--- src/rtl/forward_unit_pkg.sv ---
// Shared RV32I opcode constants and forwarding select codes.
// Used by the EX-stage forwarding unit and its data mux.
package forward_unit_pkg;

    localparam logic [6:0] OPCODE_LOAD        = 7'b0000011;
    localparam logic [6:0] OPCODE_ITYPE       = 7'b0010011;
    localparam logic [6:0] OPCODE_AUIPC       = 7'b0010111;
    localparam logic [6:0] OPCODE_RTYPE       = 7'b0110011;
    localparam logic [6:0] OPCODE_LUI         = 7'b0110111;
    localparam logic [6:0] OPCODE_JALR        = 7'b1100111;
    localparam logic [6:0] OPCODE_JAL         = 7'b1101111;
    localparam logic [6:0] OPCODE_ENVIRONMENT = 7'b1110011;

    localparam logic [1:0] FWD_SEL_REGFILE = 2'b01;
    localparam logic [1:0] FWD_SEL_MEM     = 2'b10;

endpackage

--- src/rtl/forward_unit_if.sv ---
// Bundles the hazard flags, MEM-stage results and forwarding outputs.
// master drives hazard/MEM values; slave is the forwarding unit.
interface forward_unit_if #(
    parameter int XLEN  = 32,
    parameter int CNT_W = 16
);
    logic [1:0]       hazard_op;
    logic [6:0]       MEM_opcode;
    logic [XLEN-1:0]  MEM_imm;
    logic [XLEN-1:0]  MEM_alu_result;
    logic [XLEN-1:0]  MEM_csr_read_data;
    logic [XLEN-1:0]  MEM_byte_enable_logic_register_file_write_data;
    logic [XLEN-1:0]  MEM_pc_plus_4;
    logic [XLEN-1:0]  alu_forward_source_data_a;
    logic [XLEN-1:0]  alu_forward_source_data_b;
    logic [1:0]       alu_forward_source_select_a;
    logic [1:0]       alu_forward_source_select_b;
    logic [CNT_W-1:0] forward_count_a;
    logic [CNT_W-1:0] forward_count_b;

    modport master (
        output hazard_op, MEM_opcode, MEM_imm, MEM_alu_result, MEM_csr_read_data,
               MEM_byte_enable_logic_register_file_write_data, MEM_pc_plus_4,
        input  alu_forward_source_data_a, alu_forward_source_data_b,
               alu_forward_source_select_a, alu_forward_source_select_b,
               forward_count_a, forward_count_b
    );

    modport slave (
        input  hazard_op, MEM_opcode, MEM_imm, MEM_alu_result, MEM_csr_read_data,
               MEM_byte_enable_logic_register_file_write_data, MEM_pc_plus_4,
        output alu_forward_source_data_a, alu_forward_source_data_b,
               alu_forward_source_select_a, alu_forward_source_select_b,
               forward_count_a, forward_count_b
    );
endinterface

--- src/rtl/forward_unit_data_mux.sv ---
// Picks the value the MEM-stage instruction will write back, by opcode.
// Unrecognised opcodes fall through to the ALU result.
module forward_data_mux
    import forward_unit_pkg::*;
#(
    parameter int XLEN = 32
) (
    input  logic [6:0]      i_opcode,
    input  logic [XLEN-1:0] i_imm,
    input  logic [XLEN-1:0] i_alu_result,
    input  logic [XLEN-1:0] i_csr_read_data,
    input  logic [XLEN-1:0] i_load_data,
    input  logic [XLEN-1:0] i_pc_plus_4,
    output logic [XLEN-1:0] o_fwd_data
);

    always_comb begin
        o_fwd_data = i_alu_result;
        case (i_opcode)
            OPCODE_LOAD:              o_fwd_data = i_load_data;
            OPCODE_JAL, OPCODE_JALR:  o_fwd_data = i_pc_plus_4;
            OPCODE_LUI:               o_fwd_data = i_imm;
            OPCODE_ENVIRONMENT:       o_fwd_data = i_csr_read_data;
            default:                  o_fwd_data = i_alu_result;
        endcase
    end

endmodule

--- src/rtl/forward_unit.sv ---
// EX-stage operand forwarding: per-operand gating of the MEM forward value
// plus two saturating forwarding-event counters.
module forward_unit
    import forward_unit_pkg::*;
#(
    parameter int XLEN  = 32,
    parameter int CNT_W = 16
) (
    input  logic          clk,
    input  logic          reset_n,
    forward_unit_if.slave bus
);

    logic [XLEN-1:0]  w_fwd_data;
    logic [CNT_W-1:0] r_cnt_a;
    logic [CNT_W-1:0] r_cnt_b;

    forward_data_mux #(.XLEN(XLEN)) u_data_mux (
        .i_opcode        (bus.MEM_opcode),
        .i_imm           (bus.MEM_imm),
        .i_alu_result    (bus.MEM_alu_result),
        .i_csr_read_data (bus.MEM_csr_read_data),
        .i_load_data     (bus.MEM_byte_enable_logic_register_file_write_data),
        .i_pc_plus_4     (bus.MEM_pc_plus_4),
        .o_fwd_data      (w_fwd_data)
    );

    // Non-forwarded operands drive zero so the ALU mux sees a clean value.
    always_comb begin
        bus.alu_forward_source_select_a = FWD_SEL_REGFILE;
        bus.alu_forward_source_select_b = FWD_SEL_REGFILE;
        bus.alu_forward_source_data_a   = '0;
        bus.alu_forward_source_data_b   = '0;
        if (bus.hazard_op[0]) begin
            bus.alu_forward_source_select_a = FWD_SEL_MEM;
            bus.alu_forward_source_data_a   = w_fwd_data;
        end
        if (bus.hazard_op[1]) begin
            bus.alu_forward_source_select_b = FWD_SEL_MEM;
            bus.alu_forward_source_data_b   = w_fwd_data;
        end
    end

    // Counters hold at all-ones rather than wrap.
    always_ff @(posedge clk or negedge reset_n) begin
        if (!reset_n) begin
            r_cnt_a <= '0;
            r_cnt_b <= '0;
        end else begin
            if (bus.hazard_op[0] && (r_cnt_a != {CNT_W{1'b1}}))
                r_cnt_a <= r_cnt_a + {{(CNT_W-1){1'b0}}, 1'b1};
            if (bus.hazard_op[1] && (r_cnt_b != {CNT_W{1'b1}}))
                r_cnt_b <= r_cnt_b + {{(CNT_W-1){1'b0}}, 1'b1};
        end
    end

    assign bus.forward_count_a = r_cnt_a;
    assign bus.forward_count_b = r_cnt_b;

endmodule

--- src/flat_wrapper.sv ---
// flat-port wrapper written by rule: the top's interface ports become plain ports
module forward_unit_flat import forward_unit_pkg::*;
#(
    parameter int XLEN  = 32,
    parameter int CNT_W = 16
)
  (clk, reset_n, bus_hazard_op, bus_MEM_opcode, bus_MEM_imm, bus_MEM_alu_result, bus_MEM_csr_read_data, bus_MEM_byte_enable_logic_register_file_write_data, bus_MEM_pc_plus_4, bus_alu_forward_source_data_a, bus_alu_forward_source_data_b, bus_alu_forward_source_select_a, bus_alu_forward_source_select_b, bus_forward_count_a, bus_forward_count_b);
  forward_unit_if #(.XLEN(XLEN), .CNT_W(CNT_W)) bus_i ();
  input  logic clk;
  input  logic reset_n;
  input wire logic [$bits(bus_i.hazard_op)-1:0] bus_hazard_op;
  input wire logic [$bits(bus_i.MEM_opcode)-1:0] bus_MEM_opcode;
  input wire logic [$bits(bus_i.MEM_imm)-1:0] bus_MEM_imm;
  input wire logic [$bits(bus_i.MEM_alu_result)-1:0] bus_MEM_alu_result;
  input wire logic [$bits(bus_i.MEM_csr_read_data)-1:0] bus_MEM_csr_read_data;
  input wire logic [$bits(bus_i.MEM_byte_enable_logic_register_file_write_data)-1:0] bus_MEM_byte_enable_logic_register_file_write_data;
  input wire logic [$bits(bus_i.MEM_pc_plus_4)-1:0] bus_MEM_pc_plus_4;
  output wire logic [$bits(bus_i.alu_forward_source_data_a)-1:0] bus_alu_forward_source_data_a;
  output wire logic [$bits(bus_i.alu_forward_source_data_b)-1:0] bus_alu_forward_source_data_b;
  output wire logic [$bits(bus_i.alu_forward_source_select_a)-1:0] bus_alu_forward_source_select_a;
  output wire logic [$bits(bus_i.alu_forward_source_select_b)-1:0] bus_alu_forward_source_select_b;
  output wire logic [$bits(bus_i.forward_count_a)-1:0] bus_forward_count_a;
  output wire logic [$bits(bus_i.forward_count_b)-1:0] bus_forward_count_b;
  assign bus_i.hazard_op = bus_hazard_op;
  assign bus_i.MEM_opcode = bus_MEM_opcode;
  assign bus_i.MEM_imm = bus_MEM_imm;
  assign bus_i.MEM_alu_result = bus_MEM_alu_result;
  assign bus_i.MEM_csr_read_data = bus_MEM_csr_read_data;
  assign bus_i.MEM_byte_enable_logic_register_file_write_data = bus_MEM_byte_enable_logic_register_file_write_data;
  assign bus_i.MEM_pc_plus_4 = bus_MEM_pc_plus_4;
  assign bus_alu_forward_source_data_a = bus_i.alu_forward_source_data_a;
  assign bus_alu_forward_source_data_b = bus_i.alu_forward_source_data_b;
  assign bus_alu_forward_source_select_a = bus_i.alu_forward_source_select_a;
  assign bus_alu_forward_source_select_b = bus_i.alu_forward_source_select_b;
  assign bus_forward_count_a = bus_i.forward_count_a;
  assign bus_forward_count_b = bus_i.forward_count_b;
  forward_unit #(.XLEN(XLEN), .CNT_W(CNT_W)) u_core (.clk(clk), .reset_n(reset_n), .bus(bus_i));
endmodule
--- config.mk ---
export PLATFORM = sky130hd
export DESIGN_NAME = forward_unit_flat
export DESIGN_NICKNAME = d
export VERILOG_FILES = /design/src/rtl/forward_unit_pkg.sv /design/src/rtl/forward_unit_if.sv /design/src/rtl/forward_unit_data_mux.sv /design/src/rtl/forward_unit.sv /design/src/flat_wrapper.sv
export SDC_FILE = /design/constraint.sdc
export NUM_CORES = 1
export LEC_CHECK = 0
export CAP_MARGIN = 20
export CORE_AREA = 5 5 101 103
export CTS_CLUSTER_DIAMETER = 150
export CTS_CLUSTER_SIZE = 20
export DETAILED_ROUTE_END_ITERATION = 7
export DIE_AREA = 0 0 106 108
export DONT_BUFFER_PORTS = 1
export MAX_ROUTING_LAYER = met4
export PLACE_DENSITY_LB_ADDON = 0.12
export SYNTH_ARGS = -nofsm -noshare
export SYNTH_HDL_FRONTEND = slang
export SYNTH_SLANG_ARGS = --single-unit
export TNS_END_PERCENT = 30
--- constraint.sdc ---
create_clock -name clk -period 3.95 [get_ports clk]
set_clock_uncertainty 0.15 [all_clocks]
set_input_delay 1.185 -clock clk [delete_from_list [all_inputs] [get_ports clk]]
set_output_delay 1.185 -clock clk [all_outputs]
set_load 0.01 [all_outputs]
==> flow_summary.ini <==
[run_status]
status = finished with violations
violations = design-rule violations

[sta]
setup_viol = 0
finalCritPeriodShare_pct = 97.7
holdWs_ns = 0.428
finalWorstSetupSlack_ns = 0.0907
slew_violations = 0
worstMarginPinSlew_ns = 0.609
min_period_ns = 3.86
fin_setup_tns_ns = 0
rsz0062_at_grt = false
hold_violations = 0
fmax_mhz = 259
relSlewSlack_pct = 59.4

[cells_and_area]
diodes = 0
layoutNonFillerInstCount = 447
drive_gt1_share_pct = 9.82
layout.nets = 508
utilization_pct = 35.4
multi_input_area_um2 = 2010
seqCellArea_um2 = 801
stdcell_area_um2 = 3230
area_growth_pct = 6.79
nFillCells = 955

[die]
dieArea_um2 = 11400
placementRows = 35
die_w_um = 106
core_um2 = 9110
ios = 271
start_util_pct = 33.2
die_h_um = 108

[critical_path]
cp_cell_sequence = nand3_4 -> nor3_4 -> buf_12 -> a222oi_1 -> nand2_1 -> a22o_1
start_kind = primary input
path_class = primary input to output pin
cp_data_required_time_ns = 2.61
crit_path_top_delay_cell = a222oi_1
rr_worst_depth = 5
critPathMaxFanout = 17
path_buf_inv = 1
r2r_end = u_core.bus.forward_count_a[10]$_DFFE_PN0P_
crit_family = compound AO/OA/AOI/OAI gates
cp.arrival_ns = 2.52
rrSetupSlack_ns = 1.82
cp-end-kind = output pin
critPathMaxStageDelay_ns = 0.58
r2r_start = u_core.bus.forward_count_a[0]$_DFFE_PN0P_

[power_and_ir_drop]
fin_total_pwr_mw = 1.07
powerDensity_nw_per_um2 = 332
cellLeakagePower_nw = 1.34
ir_worst_vdd_v = 0.000261

[global_route]
antenna_found_initial = 0
grt_usage_pct = 21.3
first_global_vias = 3038
grt_overflow_total = 0
grt_max_degree = 42
grt_pass1_wl_um = 18400

[placed_design]
hpwlAfterDp_um = 9940
dp_slack_ns = 0.0303
port_buffers = 0
globalplace.congestion = 0.861
dp_cells = 438
dpl_cell_area_um2 = 3100

[logic_synthesis]
yosys_warnings = 0
synth_edf_count = 0
post_synth_instance_area_um2 = 3020
async_reset_ff_share_pct = 100
synthDistinctLibCells = 43
synth-seq-area-share_pct = 26.5
synth_fp_nets = 520
synth-seq-cells = 32
postSynthAreaPerCell_um2 = 8.71
synth-main-ff-cell = dfrtp_1
synthCells = 347

[hold_path]
worstHoldPathType = flop to flop
min_to = u_core.bus.forward_count_a[7]$_DFFE_PN0P_
worstHoldStart = u_core.bus.forward_count_a[7]$_DFFE_PN0P_
hold_path_depth = 1

[flow_run]
drv_cap = 0

[cts]
clockBufferDepth = 2
cts_root_buf = clkbuf_8
cts_tree = done
cts.clk_slew.worst_paths_ns = 0.06
htreeDepth = 2
cts_sinks = 32
cts_inserted_buffers = 5
insertion_delay_ns = 0.28
post_cts_buffers = 0

[routing]
wl_per_cell_um = 29.7
routed_via_density = 6.91
wl_um = 13300
antenna_left = 0
drc = 10
drtPass1Iterations = 8
drtIter0Drc = 487
vias = 3089
[synth_stat cells, types with 2 or more instances]
| library cell | n | area share [%] |
|---|---|---|
| nand2_1 | 78 | 9.7 |
| a22o_1 | 65 | 19 |
| dfrtp_1 | 32 | 27 |
| a222oi_1 | 29 | 9.6 |
| xnor2_1 | 17 | 4.9 |
| nor2_1 | 13 | 1.6 |
| clkbuf_1 | 12 | 1.5 |
| nand3_1 | 10 | 1.7 |
| nand4_1 | 10 | 2.1 |
| a21oi_1 | 6 | 0.99 |
| nor3_1 | 6 | 0.99 |
| buf_2 | 5 | 0.83 |
| buf_4 | 5 | 1.2 |
| inv_1 | 5 | 0.62 |
| xor2_1 | 5 | 1.4 |
| a31oi_1 | 4 | 0.83 |
| buf_8 | 4 | 2.0 |
| nor4_4 | 4 | 2.8 |
| a22oi_1 | 3 | 0.75 |
| buf_6 | 3 | 1.1 |
| o21ai_0 | 3 | 0.50 |
| a41oi_1 | 2 | 0.58 |
| and3_1 | 2 | 0.41 |
| and4_1 | 2 | 0.58 |
| ha_1 | 2 | 0.83 |
| mux2_2 | 2 | 0.75 |
| nor3_2 | 2 | 0.66 |
[how the worst max path moves through the flow]
stage,cells after the start,slack [ns],startpoint,to
after floorplan,6,0.34,bus_MEM_opcode[2],bus_alu_forward_source_data_b[22]
after global placement,6,0.06,bus_MEM_opcode[1],bus_alu_forward_source_data_b[25]
after detailed placement,6,0.03,bus_MEM_opcode[1],bus_alu_forward_source_data_b[25]
after CTS,6,0.03,bus_MEM_opcode[1],bus_alu_forward_source_data_b[25]
after global routing,6,0.02,bus_MEM_opcode[2],bus_alu_forward_source_data_b[25]
final,6,0.09,bus_MEM_opcode[2],bus_alu_forward_source_data_b[25]
[worst register-to-register path, delay by kind of cell, from the launching register on]
kind / cells / cell delay (ns)
mux: 1 / 0.33
fa+ha+maj: 1 / 0.24
flops: 1 / 0.49
simple gates: 3 / 0.81
[flip-flops by register name (all words and copies together), names as in the netlist]
name	count
u_core.bus.forward_count_a	16
u_core.bus.forward_count_b	16
[area by class of cell]
| cell class | instances | share of cell area, % |
|---|---|---|
| sequential | 32 | 24.8 |
| timing repair buffer | 10 | 5.20 |
| multi-input combinational | 280 | 62.2 |
| inverter | 6 | 0.698 |
| clock buffer | 8 | 2.79 |
| tap | 111 | 4.30 |
[routing by layer]
layer	global-route usage, %	share of wire, %
met4	6.57	2.6
met2	37.8	51
met1	22.0	34
met5	-	0
met3	8.00	12
[logic make-up (layout without fill, tap and decap cells)]
| kind of cell | after synthesis | after routing | synth area share (%) |
|---|---|---|---|
| AOI/OAI and AO/OA | 116 | 116 | 33.5 |
| DFF | 32 | 32 | 26.5 |
| muxes | 3 | 3 | 1.12 |
| adders and majority gates | 2 | 2 | 0.828 |
| xor gates and xnor gates | 22 | 22 | 6.38 |
| buffers and inverters | 35 | 24 | 7.41 |
| and+or+nand+nor | 137 | 137 | 24.3 |
[report_power, final]
group	switching [mW]	internal, mW
clock network	0.123	0.142
logic	0.134	0.121
registers	0.152	0.399
[cell usage in the layout, fill, tap and decap left out, types with 2 or more instances in the layout]
cell type	Yosys	final
a21oi_1	6	6
a222oi_1	29	29
a22o_1	65	65
a22oi_1	3	3
a31oi_1	4	4
a41oi_1	2	2
and3_1	2	2
and4_1	2	2
buf_12	0	6
buf_4	5	3
clkbuf_1	12	2
clkbuf_8	0	6
dfrtp_1	32	32
ha_1	2	2
inv_1	5	5
mux2_2	2	2
nand2_1	78	78
nand3_1	10	10
nand4_1	10	10
nor2_1	13	12
nor3_1	6	6
nor3_2	2	2
nor4_4	4	4
o21ai_0	3	3
xnor2_1	17	17
xor2_1	5	5
[repair_timing]
item,CTS,global route
setup endpoints to repair,0,2
gates resized for setup,0,1
hold buffers,0,0
Note: power is estimated with default switching activity, not from simulation.
==> patch 1: new RTL, config.mk and constraints unchanged <==
`XLEN` is set to 32 in 4 places; all go to 36.
--- a/src/rtl/forward_unit_if.sv
+++ b/src/rtl/forward_unit_if.sv
@@ -3,3 +3,3 @@
 interface forward_unit_if #(
-    parameter int XLEN  = 32,
+    parameter int XLEN  = 36,
     parameter int CNT_W = 16
--- a/src/rtl/forward_unit_data_mux.sv
+++ b/src/rtl/forward_unit_data_mux.sv
@@ -5,3 +5,3 @@
 #(
-    parameter int XLEN = 32
+    parameter int XLEN = 36
 ) (
--- a/src/rtl/forward_unit.sv
+++ b/src/rtl/forward_unit.sv
@@ -5,3 +5,3 @@
 #(
-    parameter int XLEN  = 32,
+    parameter int XLEN  = 36,
     parameter int CNT_W = 16
--- a/src/flat_wrapper.sv
+++ b/src/flat_wrapper.sv
@@ -3,3 +3,3 @@
 #(
-    parameter int XLEN  = 32,
+    parameter int XLEN  = 36,
     parameter int CNT_W = 16
Interface: changed (7 resized); port bits go from 271 to 299. The function was not compared with the original's and may differ.
==> patch 1 against the unedited design <==
- the flow finishes with violations (negative setup slack)
- first-iteration DRC count rose by 4.3%
- power rose by 27%
- global-route usage up 7.3 points
- critical path depth did not move
- sequential cell count unchanged
- routed wire length rose by 30%
- design area increased by 55%
- setup slack worse by 0.20 ns
- cell count is 28% higher
- fmax down 4.9%
- area after synthesis up 6.6%
- sequential power rose by 3%
- synthesized cell count is 6.9% higher
- die area unchanged
- largest power group unchanged
- highest routed layer unchanged
==> patch 1: results (changes against the unedited design) <==
Outcome
  – Outcome: complete, but fails checks
  – Violated checks: negative setup slack

Placement
  – Placer congestion estimate: 0.8744 (+1.5%)
  – Pre-CTS WS: -0.6607 ns (-0.6910 ns)
  – Placed Cells incl. Taps: 532 (+21%)
  – PortBufs: 0 (unchanged)
  – Dpl hpwl: 12840 um (+29%)

Critical path
  – R2r startpoint: u_core.bus.forward_count_b[12]
  – Register-to-Register Path Depth: 4 (-1)
  – CP max FO: 8 (-9)
  – Reg2Reg Setup Slack: 1.93 ns (+0.11 ns)
  – WP data arrival: 2.73 ns (+0.21 ns)
  – Critical path origin: bus_MEM_opcode[5]

Global route
  – Routing usage on met2: 48.36% (+11 points)
  – Vias in the first global route: 4021 (+32%)
  – Largest net degree at the start of global routing: 38 (-9.5%)
  – Met3 usage: 7.881% (-0.12 points)
  – Met1 global-route usage: 33.55% (+12 points)
  – Global-route wire length before repair: 24430 um (+33%)

Cells and area
  – Fin nets: 652 (+28%)
  – Fillers: 834 (-13%)
  – Cell Count, Final, Fillers Out: 571 (+28%)
  – Layout cell share with drive strength beyond 1: 45.65% (+36 points)

Clock network
  – CTS buffer count: 5 (unchanged)
  – Worst skew pair latency: 0.28 ns (about the same)

Logic synthesis
  – Post-synth cell types: 42 (-2.3%)
  – Top cell types by occurrence after synthesis: 72 x a211oi_1, 42 x nor3_1, 36 x a222oi_1, 36 x a22o_1, 32 x dfrtp_1
  – Syn. warnings: 0 (unchanged)
  – Post-synth ARST share: 100.0% (unchanged)
  – Synth area leaders: dfrtp_1 25%, a211oi_1 17%, a222oi_1 11%, a22o_1 9.8%, nor3_1 6.5%
  – Syn Nets: 564 (+8.5%)
  – Sequential-to-total area share from yosys stat: 24.85% (-1.6 points)

Power and ir drop
  – Peak VDD IR: 0.0001611 V (-38%)
  – Leakage: 1.848 nW (+38%)

Timing
  – Fin Setup TNS: -1.665 ns (-1.665 ns)
  – Worst Slack Setup Final: -0.1100 ns (-0.2008 ns)
  – Slew headroom: 61.60% (+2.2 points)
  – Final setup fails: 52 (+52)

Detailed routing
  – DR WL/cell: 30.30 um (+2.1%)
  – DRT Pass-1 Iters: 6 (-2)
  – Vias after detailed routing: 4055 (+31%)

Floorplanning
  – Initial Util: 35.37% (+2.2 points)

Hold path
  – Hold_sp: u_core.bus.forward_count_b[14]
## patch 1: cell types whose count changed after synthesis, moves of 6 or more
| cell | delta |
|---|---|
| nand2_1 | -66 |
| clkbuf_1 | +15 |
| nor3_1 | +36 |
| a211oi_1 | +72 |
| nor2_1 | -8 |
| buf_6 | +6 |
| a222oi_1 | +7 |
| a22o_1 | -29 |
## patch 1: cell families (layout without fill, tap and decap cells)
logic type / count (synthesis) / count (layout) / share of synthesized area [%]
mux: 3 / 3 / 1.048
flops: 32 / 32 / 24.85
buf+inv: 46 / 135 / 7.767
compound gates: 160 / 160 / 41.09
xor+xnor: 24 / 24 / 6.524
fa+ha+maj: 2 / 2 / 0.7766
simple gates: 104 / 104 / 17.94
## patch 1: worst paths after layout
check	end
max in group asynchronous	u_core.bus.forward_count_a[15]
worst min-delay path	u_core.bus.forward_count_b[14]
min in group asynchronous	u_core.bus.forward_count_b[10]
worst min register to register	u_core.bus.forward_count_b[14]
worst max register to register	u_core.bus.forward_count_b[1]
worst max-delay path	bus_alu_forward_source_data_b[13]
## patch 1: metrics by stage
stage	area, um2	hold WS, ns
2_1_floorplan	3328	0.3655
3_3_place_gp	4080	0.3986
3_5_place_dp	4080	0.3931
4_1_cts	4732	0.4072
5_1_grt	5016	0.4167
6_report	5016	0.4038
## patch 1: final cells by class
| class | count | area, um2 | area share [%] |
|---|---|---|---|
| timing repair buffer | 123 | 1245 | 24.82 |
| clock buffer | 7 | 96.34 | 1.921 |
| sequential | 32 | 800.8 | 15.96 |
| tap | 111 | 138.9 | 2.769 |
| inverter | 4 | 15.01 | 0.2993 |
| multi-input combinational | 293 | 2690 | 53.63 |
| clock inverter | 1 | 30.03 | 0.5987 |
## patch 1: worst max-delay path, stage by stage
cell and delay (ns):
and3_4 0.17, o21a_4 0.21, or3_4 0.40, buf_12 0.19, a211oi_4 0.36, buf_4 0.19
## patch 1: what timing repair did
action                                  CTS  global route
cloned                                    4             2
resized for setup                        48            32
pin swaps                                15            14
buffers inserted                         18             9
hold buffers                              0             0
endpoints found under the setup margin   72            72
hold endpoints to repair                  0             0
## patch 1: power by group
part | leakage, nW | internal [mW] | switching, mW
Sequential | 0.416 | 0.399 | 0.167
Combinational | 1.37 | 0.221 | 0.223
Clock | 0.0645 | 0.223 | 0.127
## patch 1: layer usage
layer | share of wire (%) | vias up
met1 | 37 | 1998
met2 | 50 | 286
met4 | 2.0 | 0
met3 | 11 | 26
li1 | - | 1745
met5 | 0 | -
==> patch 2: new RTL, same flow settings <==
Made on the original files. Reset style: synchronous (`reset_n`), changed in one clocked block.
--- a/src/rtl/forward_unit.sv
+++ b/src/rtl/forward_unit.sv
@@ -44,3 +44,3 @@
     // Counters hold at all-ones rather than wrap.
-    always_ff @(posedge clk or negedge reset_n) begin
+    always_ff @(posedge clk) begin
         if (!reset_n) begin
Check against the original RTL: differs if reset_n is asserted again (counterexample within 4 cycles, from zero or initial values and one cycle with reset_n low); with reset_n held inactive, the same outputs for 10 cycles.
==> patch 2 against the unedited design <==
- sequential cell count unchanged
- area after synthesis up 5.3%
- routed wire length up 18%
- via count up 31%
- critical path type unchanged
- critical path depth unchanged
- the run ends with negative setup slack left
- setup slack worse by 0.097 ns
- power down 21%
- design area up 33%
==> patch 2: results (changes against the unedited design) <==
Logic synthesis
  – Sequential-to-total area share from yosys stat: 20.14% (-6.4 points)
  – Synth Area in Compound Gates: 43.63% (+10 points)
  – Synth area leaders: dfxtp_1 20%, a211oi_1 16%, a222oi_1 10%, a22o_1 8.8%, nor3_1 5.7%
  – Top cell types by occurrence after synthesis: 66 x a211oi_1, 36 x nor3_1, 34 x clkbuf_1
  – Post-synthesis mux area share: 3.147% (+2.0 points)
  – Post-synth ARST share: 0% (-100 points)
  – Post-Synth XOR/XNOR Area: 0.5507% (-5.8 points)
  – Cell count after synthesis: 405 (+17%)
  – Synth Flop Type: dfxtp_1
  – Post-synth cell types: 42 (-2.3%)

Placement
  – Dpl hpwl: 11730 um (+18%)
  – Placed Cells incl. Taps: 562 (+28%)
  – Placer congestion estimate: 0.9015 (+4.7%)
  – Area after DPL: 3819 um2 (+23%)
  – Pre-CTS WS: -0.2296 ns (-0.2599 ns)

Global route
  – Vias in the first global route: 3909 (+29%)
  – Met1 global-route usage: 31.98% (+10 points)
  – Global Route Usage Sum: 25.73% (+4.4 points)
  – Routing usage on met2: 40.71% (+2.9 points)
  – Met3 usage: 7.463% (-0.54 points)

Outcome
  – Violated checks: negative setup slack
  – Outcome: complete, but fails checks

Cells and area
  – Fillers: 924 (-3.2%)
  – Util after Layout: 47.17% (+12 points)
  – Cell Count, Final, Fillers Out: 582 (+30%)
  – Layout cell share with drive strength beyond 1: 31.21% (+21 points)
  – Fin nets: 643 (+27%)

Timing
  – Final setup fails: 1 (+1)
  – Fin Setup TNS: -0.006541 ns (-0.006541 ns)
  – Slew headroom: 55.47% (-3.9 points)
  – Worst Slack Setup Final: -0.006541 ns (-0.09724 ns)

Detailed routing
  – DRT Pass-1 Iters: 7 (-1)
  – DR vias/cell: 6.955 (+0.65%)
  – Initial DRC count: 359 (-26%)
  – DR WL/cell: 26.85 um (-9.5%)

Power and ir drop
  – Leakage: 1.455 nW (+8.5%)
  – Peak VDD IR: 0.0001233 V (-53%)
  – Net Switching: 0.2591 mW (-37%)

Critical path
  – Crit-path slowest cell: nor4bb_4
  – WP data arrival: 2.62 ns (+0.10 ns)
  – Critical path's top delay family: buffers and inverters
  – CP max FO: 32 (+15)
## patch 2: cell count changes after synthesis, moves of 6 or more
cell and change:
xnor2_1 -17, a211oi_1 +66, dfxtp_1 +32, clkbuf_1 +22
dfrtp_1 -32, nor3_1 +30, a21oi_1 +12, or3_1 +7
mux2i_1 +10, nand4_1 +6, a22o_1 -33, nand2b_1 +8
nand2_1 -59
## patch 2: kinds of logic after synthesis
| kind of cell | Yosys count |
|---|---|
| buffers and inverters | 52 |
| AOI/OAI and AO/OA | 175 |
| and+or+nand+nor | 132 |
| muxes | 10 |
| xor gates and xnor gates | 2 |
| adders and majority gates | 2 |
| DFF | 32 |
## patch 2: path summary, 6_finish.rpt
kind / startpoint / to / slack [ns] / depth (start not counted)
max: bus_MEM_opcode[3] / bus_alu_forward_source_data_b[17] / -0.007 / 6
min: u_core.bus.forward_count_a[6] / u_core.bus.forward_count_a[6] / 0.40 / 2
max reg2reg: u_core.bus.forward_count_a[0] / u_core.bus.forward_count_a[12] / 1.80 / 5
min reg2reg: u_core.bus.forward_count_a[6] / u_core.bus.forward_count_a[6] / 0.40 / 2
## patch 2: repair_timing
item | in CTS | in global routing
gates resized for setup | 21 | 29
endpoints found under the hold margin | 0 | 0
setup endpoints to repair | 60 | 49
hold buffers | 0 | 0
buffers inserted | 3 | 6
pin swaps | 4 | 9
gates cloned | 1 | 2
## patch 2: cell type report
cell class	instances	area share (%)
Tap cell	111	3.232
Inverter	8	0.6989
Clock buffer	8	2.097
Timing Repair Buffer	102	21.08
Sequential cell	32	14.91
Multi-Input combinational cell	321	57.98
## patch 2: power groups by stage
stage | combinational, mW | clock [mW] | sequential [mW]
floorplan | 0.135 | 0 | 0.340
global placement | 0.223 | 0 | 0.343
detailed placement | 0.225 | 0 | 0.344
CTS | 0.237 | 0.272 | 0.336
global route | 0.265 | 0.285 | 0.337
finish | 0.250 | 0.260 | 0.336
## patch 2: worst register-to-register path, cell delays in order (launching register included)
cell,delay (ns)
dfxtp_1,0.48
ha_1,0.32
nand4_1,0.13
or3_1,0.43
or4_1,0.43
a21oi_1,0.14
## patch 2: layer usage
metal	up-vias	share of wire [%]	routed length [um]
met2	247	47	7369
met3	35	9.6	1501
met4	0	2.7	424
met5	-	0	0
li1	1846	-	-
met1	1920	41	6332
